[config.mk]
export PLATFORM = sky130hd
export DESIGN_NAME = img_line_buffer_flat
export DESIGN_NICKNAME = d
export VERILOG_FILES = /design/src/rtl/img_line_buffer_if.sv /design/src/rtl/img_line_buffer.sv /design/src/flat_wrapper.sv
export SDC_FILE = /design/constraint.sdc
export NUM_CORES = 2
export LEC_CHECK = 0
export BUFFER_PORTS_ARGS = -buffer_cell sky130_fd_sc_hd__buf_2
export CORE_MARGIN = 2
export CORE_UTILIZATION = 41
export CTS_BUF_LIST = sky130_fd_sc_hd__clkbuf_4 sky130_fd_sc_hd__clkbuf_8
export DETAILED_ROUTE_END_ITERATION = 8
export GPL_ROUTABILITY_DRIVEN = 0
export PLACE_DENSITY = 0.61
export SETUP_SLACK_MARGIN = 0.02
export SLEW_MARGIN = 15
export SYNTH_ARGS = -nofsm -noshare
export SYNTH_HDL_FRONTEND = slang
export SYNTH_SLANG_ARGS = --single-unit
[constraint.sdc]
create_clock -name clk -period 11.4 [get_ports clk]
set_clock_uncertainty 0.05 [all_clocks]
set_input_delay 2.28 -clock clk [delete_from_list [all_inputs] [get_ports clk]]
set_output_delay 2.28 -clock clk [all_outputs]
set_load 0.01 [all_outputs]
[src/rtl/img_line_buffer_if.sv]
// Pixel stream handshake bundle between an upstream source and the line buffer.
//   s_axis_tdata  : pixel payload (source -> buffer)
//   s_axis_tvalid : payload valid (source -> buffer)
//   s_axis_tready : buffer can accept a pixel (buffer -> source)
interface img_line_buffer_if #(
  parameter int unsigned DATA_W = 8
);
  logic [DATA_W-1:0] s_axis_tdata;
  logic              s_axis_tvalid;
  logic              s_axis_tready;

  modport master (
    output s_axis_tdata,
    output s_axis_tvalid,
    input  s_axis_tready
  );

  modport slave (
    input  s_axis_tdata,
    input  s_axis_tvalid,
    output s_axis_tready
  );
endinterface

[src/rtl/img_line_buffer.sv]
// One-line delay buffer for a raster-order square image. Each accepted pixel
// is re-emitted exactly one image line later; the last line of a frame is
// drained autonomously while the input is held off.
//   clk, rst      : clock and synchronous active-high reset
//   s_if          : pixel input handshake (slave side)
//   IMG_SIZE_I    : image width = height, sampled on the first pixel of a frame
//   data_o        : delayed pixel
//   data_valid_o  : one-cycle pulse per delayed pixel
module img_line_buffer #(
  parameter int unsigned DATA_W = 8,
  parameter int unsigned MAX_W  = 512,
  parameter int unsigned SIZE_W = 9
) (
  input  logic              clk,
  input  logic              rst,
  img_line_buffer_if.slave  s_if,
  input  logic [SIZE_W-1:0] IMG_SIZE_I,
  output logic [DATA_W-1:0] data_o,
  output logic              data_valid_o
);

  localparam int unsigned PTR_W  = (MAX_W > 1) ? $clog2(MAX_W) : 1;
  localparam int unsigned PROD_W = 2 * SIZE_W;

  typedef enum logic [1:0] {
    FILL   = 2'd0,
    STREAM = 2'd1,
    DRAIN  = 2'd2
  } state_t;

  state_t              state_q;
  logic [PTR_W-1:0]    wr_ptr_q;
  logic [PTR_W-1:0]    rd_ptr_q;
  logic [SIZE_W-1:0]   fill_q;
  logic [PROD_W-1:0]   frame_q;
  logic [SIZE_W-1:0]   size_q;
  logic                tready_q;
  logic [DATA_W-1:0]   data_q;
  logic                valid_q;

  logic [DATA_W-1:0]   mem [MAX_W];

  logic                size_ok;
  logic                wr_fire;
  logic                rd_en;
  logic [SIZE_W-1:0]   size_eff;
  logic [PROD_W-1:0]   frame_d;
  logic                frame_end;
  logic                drain_next;

  function automatic logic [PTR_W-1:0] ptr_inc(input logic [PTR_W-1:0] p);
    return (p == PTR_W'(MAX_W - 1)) ? '0 : p + PTR_W'(1);
  endfunction

  // Strobes and frame bookkeeping; the size input only matters until latched.
  always_comb begin
    size_ok    = 1'b0;
    wr_fire    = 1'b0;
    rd_en      = 1'b0;
    size_eff   = size_q;
    frame_d    = frame_q + PROD_W'(1);
    frame_end  = 1'b0;
    drain_next = 1'b0;

    if (frame_q == '0) begin
      size_eff = IMG_SIZE_I;
    end
    // A zero size can only block the start of a frame; mid-frame it is ignored.
    size_ok   = (frame_q != '0) || (IMG_SIZE_I != '0);
    wr_fire   = s_if.s_axis_tvalid & tready_q & size_ok;
    frame_end = wr_fire && (frame_d == PROD_W'(size_eff) * PROD_W'(size_eff));

    case (state_q)
      FILL:    rd_en = 1'b0;
      STREAM:  rd_en = wr_fire;
      DRAIN:   rd_en = 1'b1;
      default: rd_en = 1'b0;
    endcase

    // Used to drop tready on the same edge the state enters or stays in DRAIN.
    if (state_q == DRAIN) begin
      drain_next = (fill_q != SIZE_W'(1));
    end else begin
      drain_next = frame_end;
    end
  end

  assign s_if.s_axis_tready = tready_q & size_ok;
  assign data_o             = data_q;
  assign data_valid_o       = valid_q;

  // Line storage; reads and writes never target the same word in one cycle.
  always_ff @(posedge clk) begin
    if (wr_fire) begin
      mem[wr_ptr_q] <= s_if.s_axis_tdata;
    end
  end

  // Control FSM, pointers, counters and registered outputs.
  always_ff @(posedge clk) begin
    if (rst) begin
      state_q  <= FILL;
      wr_ptr_q <= '0;
      rd_ptr_q <= '0;
      fill_q   <= '0;
      frame_q  <= '0;
      size_q   <= '0;
      tready_q <= 1'b0;
      data_q   <= '0;
      valid_q  <= 1'b0;
    end else begin
      tready_q <= ~drain_next;
      valid_q  <= rd_en;

      if (rd_en) begin
        data_q   <= mem[rd_ptr_q];
        rd_ptr_q <= ptr_inc(rd_ptr_q);
      end

      if (wr_fire) begin
        wr_ptr_q <= ptr_inc(wr_ptr_q);
        frame_q  <= frame_d;
        if (frame_q == '0) begin
          size_q <= IMG_SIZE_I;
        end
      end

      case (state_q)
        FILL: begin
          if (wr_fire) begin
            fill_q <= fill_q + SIZE_W'(1);
            // Frame end wins when a one-pixel line completes the frame.
            if (frame_end) begin
              state_q <= DRAIN;
            end else if (fill_q + SIZE_W'(1) == size_eff) begin
              state_q <= STREAM;
            end
          end
        end
        STREAM: begin
          if (frame_end) begin
            state_q <= DRAIN;
          end
        end
        DRAIN: begin
          fill_q <= fill_q - SIZE_W'(1);
          if (fill_q == SIZE_W'(1)) begin
            state_q <= FILL;
            frame_q <= '0;
          end
        end
        default: state_q <= FILL;
      endcase
    end
  end

endmodule

[src/flat_wrapper.sv]
// flat-port wrapper written by rule: the top's interface ports become plain ports
module img_line_buffer_flat 
#(
  parameter int unsigned DATA_W = 8,
  parameter int unsigned MAX_W  = 512,
  parameter int unsigned SIZE_W = 9
)
  (clk, rst, IMG_SIZE_I, data_o, data_valid_o, s_if_s_axis_tdata, s_if_s_axis_tvalid, s_if_s_axis_tready);
  img_line_buffer_if #(.DATA_W(DATA_W)) s_if_i ();
  input  logic clk;
  input  logic rst;
  input  logic [SIZE_W-1:0] IMG_SIZE_I;
  output logic [DATA_W-1:0] data_o;
  output logic data_valid_o;
  input wire logic [$bits(s_if_i.s_axis_tdata)-1:0] s_if_s_axis_tdata;
  input wire logic [$bits(s_if_i.s_axis_tvalid)-1:0] s_if_s_axis_tvalid;
  output wire logic [$bits(s_if_i.s_axis_tready)-1:0] s_if_s_axis_tready;
  assign s_if_i.s_axis_tdata = s_if_s_axis_tdata;
  assign s_if_i.s_axis_tvalid = s_if_s_axis_tvalid;
  assign s_if_s_axis_tready = s_if_i.s_axis_tready;
  img_line_buffer #(.DATA_W(DATA_W), .MAX_W(MAX_W), .SIZE_W(SIZE_W)) u_core (.clk(clk), .rst(rst), .s_if(s_if_i), .IMG_SIZE_I(IMG_SIZE_I), .data_o(data_o), .data_valid_o(data_valid_o));
endmodule
==> qor.csv <==
metric,value,unit
status,"complete, no violations",
worst_ep_arrival_time,8.60,ns
path_cells,nor4_1 > nand2_1 > o21ai_0 > and2_1 > clkinv_1 > nand2_1 > fa_1 > fa_1 > inv_1 > ha_1 > inv_1 > fa_1 > inv_1 > fa_1 > xnor3_1 > and4_4 > or4_4 > a2111oi_4 > o2111ai_1 > nor4_1 > nand4_1 > nor3_1 > a211oi_1,
core-area,400000,sq um
synth_largest_type_area_fraction,74.6,%
grt_first_pass_wirelength,660,mm
fin_setup_tns,0,ns
final_period_minus_worst_setup_slack,7.61,ns
worst_setup_path_end_kind,flop,
syn-num-nets,8141,
cp-startpoint,u_core.frame_q[3],
hold_violations,0,
crit_path_max_incr_delay,0.76,ns
syn_area,165000,sq um
critPathMostFrequentCell,sky130_fd_sc_hd__fa_1,
layout-area-overhead-vs-synth,11.4,%
top_delay_family_on_crit_path,simple AND/OR/NAND/NOR gates,
r2r_start,u_core.frame_q[3],
cts_tree,done,
critPathCapture,u_core.state_q[0],
setup.worst_path.start_class,flop,
number_of_antenna_violations_at_the_first_check_in_global_routing,36,
gr-usage-all-layers,22.8,%
setup_violations_final,0,
vias_per_cell,6.07,
synth_enable_flop_cells,4096,
die_h,638,um
fp-row-count,232,
grt_start_max_net_pins,219,
cp.required,12.39,ns
worst_case_register_to_register_setup_slack,3.79,ns
postCtsResizedCells,0,
critical_path_cell_count,23,
reg2reg_depth,23,
port_buffers,29,
dominantRegCellSynth,sky130_fd_sc_hd__edfxtp_1,
wire_length_reported_by_the_detailed_router,471,mm
post_cts_repair_setup_buffers,0,
final_cell_mix,"4,096 x sky130_fd_sc_hd__edfxtp_1, 1,006 x sky130_fd_sc_hd__mux4_2, 679 x sky130_fd_sc_hd__clkbuf_8",
worstMarginPinSlew,1.24,ns
detailedRoute.firstPassIterationCount,6,
crit-reg2reg-capture,u_core.state_q[0],
finalHoldWorstSlack,0.452,ns
netlist_instances,8041,
place_hpwl,279,mm
synth_area_leader_cell,sky130_fd_sc_hd__edfxtp_1,
total_congestion_overflow,0,
synth.yosys.seq_area_share,75.4,%
grt_setup_unrepaired,false,
share_of_post_route_cells_with_drive_strength_above_1,26.1,%
yosys_warnings,0,
timing.critical_path.fanout_max,10,
die_width,638,um
worst_path_max_delay_cell,sky130_fd_sc_hd__nor4_1,
top_level_ports,30,
clk_transition_reported_paths,0.06,ns
initial_core_util,41.2,%
grt_pass1_vias,86034,
tritoncts.num_buffers,671,
p_per_area,165,nW/um^2
max_slew_margin,16.6,%
cts.sinks,4162,
synth_area_per_cell,20.5,sq um
number_of_storage_elements_in_the_synthesis_netlist,4162,
clkLatencyLatePin,1.20,ns
async_flop_share,0,%
post_synth_main_area_contributors,"sky130_fd_sc_hd__edfxtp_1 75%, sky130_fd_sc_hd__mux4_2 14%, sky130_fd_sc_hd__nor2_1 1.5%",
antenna_violating_nets_post_route,0,
detailedRoute.firstIterationViolations,12622,
cap_viol_max_count,0,
cts_hold_buffers,0,
vdd_ir_drop_max,0.000117,V
total_drc_errors_in_the_routed_layout,0,
routedWlPerCell,33.1,um
clockBufferDepth,4,
ys_types,89,
slew_viol_final,0,
cts.htree.levels,6,
design.final.nets,8521,
worst_hold_path_type,flop to flop,
master_cell_of_the_clock_root_buffer,sky130_fd_sc_hd__clkbuf_8,
mostFrequentLayoutCell,sky130_fd_sc_hd__edfxtp_1,
crit_buf_inv,4,
min_period_over_period,66.7,%
upper_clock_frequency_limit,131,MHz
worst-setup-path-type,flop to flop,
dieArea,407000,sq um
static-leakage-power,54.9,nW
via_count,86388,
-- cell families (layout without fill, tap and decap cells) --
logic type | count (synthesis) | after routing | share of synthesized area [%]
compound gates | 757 | 757 | 3.24
xor+xnor | 75 | 75 | 0.424
fa+ha+maj | 80 | 80 | 0.771
buf+inv | 582 | 1494 | 1.96
flops | 4162 | 4162 | 75.4
mux | 1252 | 1252 | 15.2
other cells | 0 | 18 | 0
simple gates | 1133 | 1133 | 2.95
-- sequential cells by signal, indices dropped and copies added, names as in the netlist --
signal,count
u_core.state_q,2
u_core.frame_q,18
u_core.size_q,9
u_core.rd_ptr_q,9
u_core.data_valid_o,1
u_core.data_o,8
u_core.fill_q,9
u_core.tready_q,1
u_core.wr_ptr_q,9
u_core.mem,4096
-- tightest hold or removal path, stage by stage (launching register included) --
cell	delay [ns]
sky130_fd_sc_hd__dfxtp_1	0.31
sky130_fd_sc_hd__nor2_1	0.09
sky130_fd_sc_hd__a211oi_1	0.05
-- routing by layer --
layer,vias to the layer above,wire length (um),GRT usage [%]
li1,34256,-,-
met1,46096,183000,31.3
met2,5202,222000,35.8
met3,822,48800,5.07
met4,12,16900,8.00
met5,-,93,0
-- cell type report --
cell class / count / area (sq um)
antenna: 18 / 45.0
clock buffer: 902 / 11000
clock inverter: 303 / 1810
fill: 33024 / 216000
inverter: 79 / 307
multi-input combinational: 3297 / 37600
sequential: 4162 / 124000
tap: 5265 / 6590
timing repair buffer: 210 / 1900
-- where the power goes --
part           internal [W]  switching, W  leakage, nW
Clock               0.00650       0.00598         6.76
Sequential           0.0168    0.00000605         37.3
Combinational      0.000356      0.000685         10.8
-- through the flow --
step	cell area, sq um	setup WS [ns]	utilization [%]	power (W)	std cells
final	184000	3.79	45.9	0.0303	14236
after floorplan	165000	4.15	-	0.0177	8041
after detailed placement	171000	3.31	42.7	0.0182	13011
after global routing	184000	3.39	45.9	0.0312	14221
after global placement	171000	3.31	42.7	0.0181	13011
after CTS	184000	3.86	45.9	0.0305	14216
-- synthesized netlist by cell type, types with 72 or more instances --
cell and instances:
sky130_fd_sc_hd__a21oi_1 147, sky130_fd_sc_hd__buf_2 105, sky130_fd_sc_hd__buf_6 72, sky130_fd_sc_hd__clkbuf_1 235, sky130_fd_sc_hd__edfxtp_1 4096, sky130_fd_sc_hd__mux2i_1 241, sky130_fd_sc_hd__mux4_2 1006, sky130_fd_sc_hd__nand2_1 202
sky130_fd_sc_hd__nor2_1 663, sky130_fd_sc_hd__o21ai_0 87, sky130_fd_sc_hd__o221ai_1 103, sky130_fd_sc_hd__o22ai_1 92
-- how the worst min path moves through the flow --
| stage | start | endpoint | cells past startpoint |
|---|---|---|---|
| 6_report | u_core.size_q[3] | u_core.size_q[3] | 2 |
| 5_1_grt | u_core.size_q[3] | u_core.size_q[3] | 2 |
| 4_1_cts | u_core.size_q[3] | u_core.size_q[3] | 2 |
| 3_5_place_dp | u_core.size_q[3] | u_core.size_q[3] | 2 |
| 3_3_place_gp | u_core.wr_ptr_q[1] | u_core.wr_ptr_q[1] | 2 |
| 2_1_floorplan | u_core.size_q[5] | u_core.size_q[5] | 2 |
(Power assumes the default switching activity.)
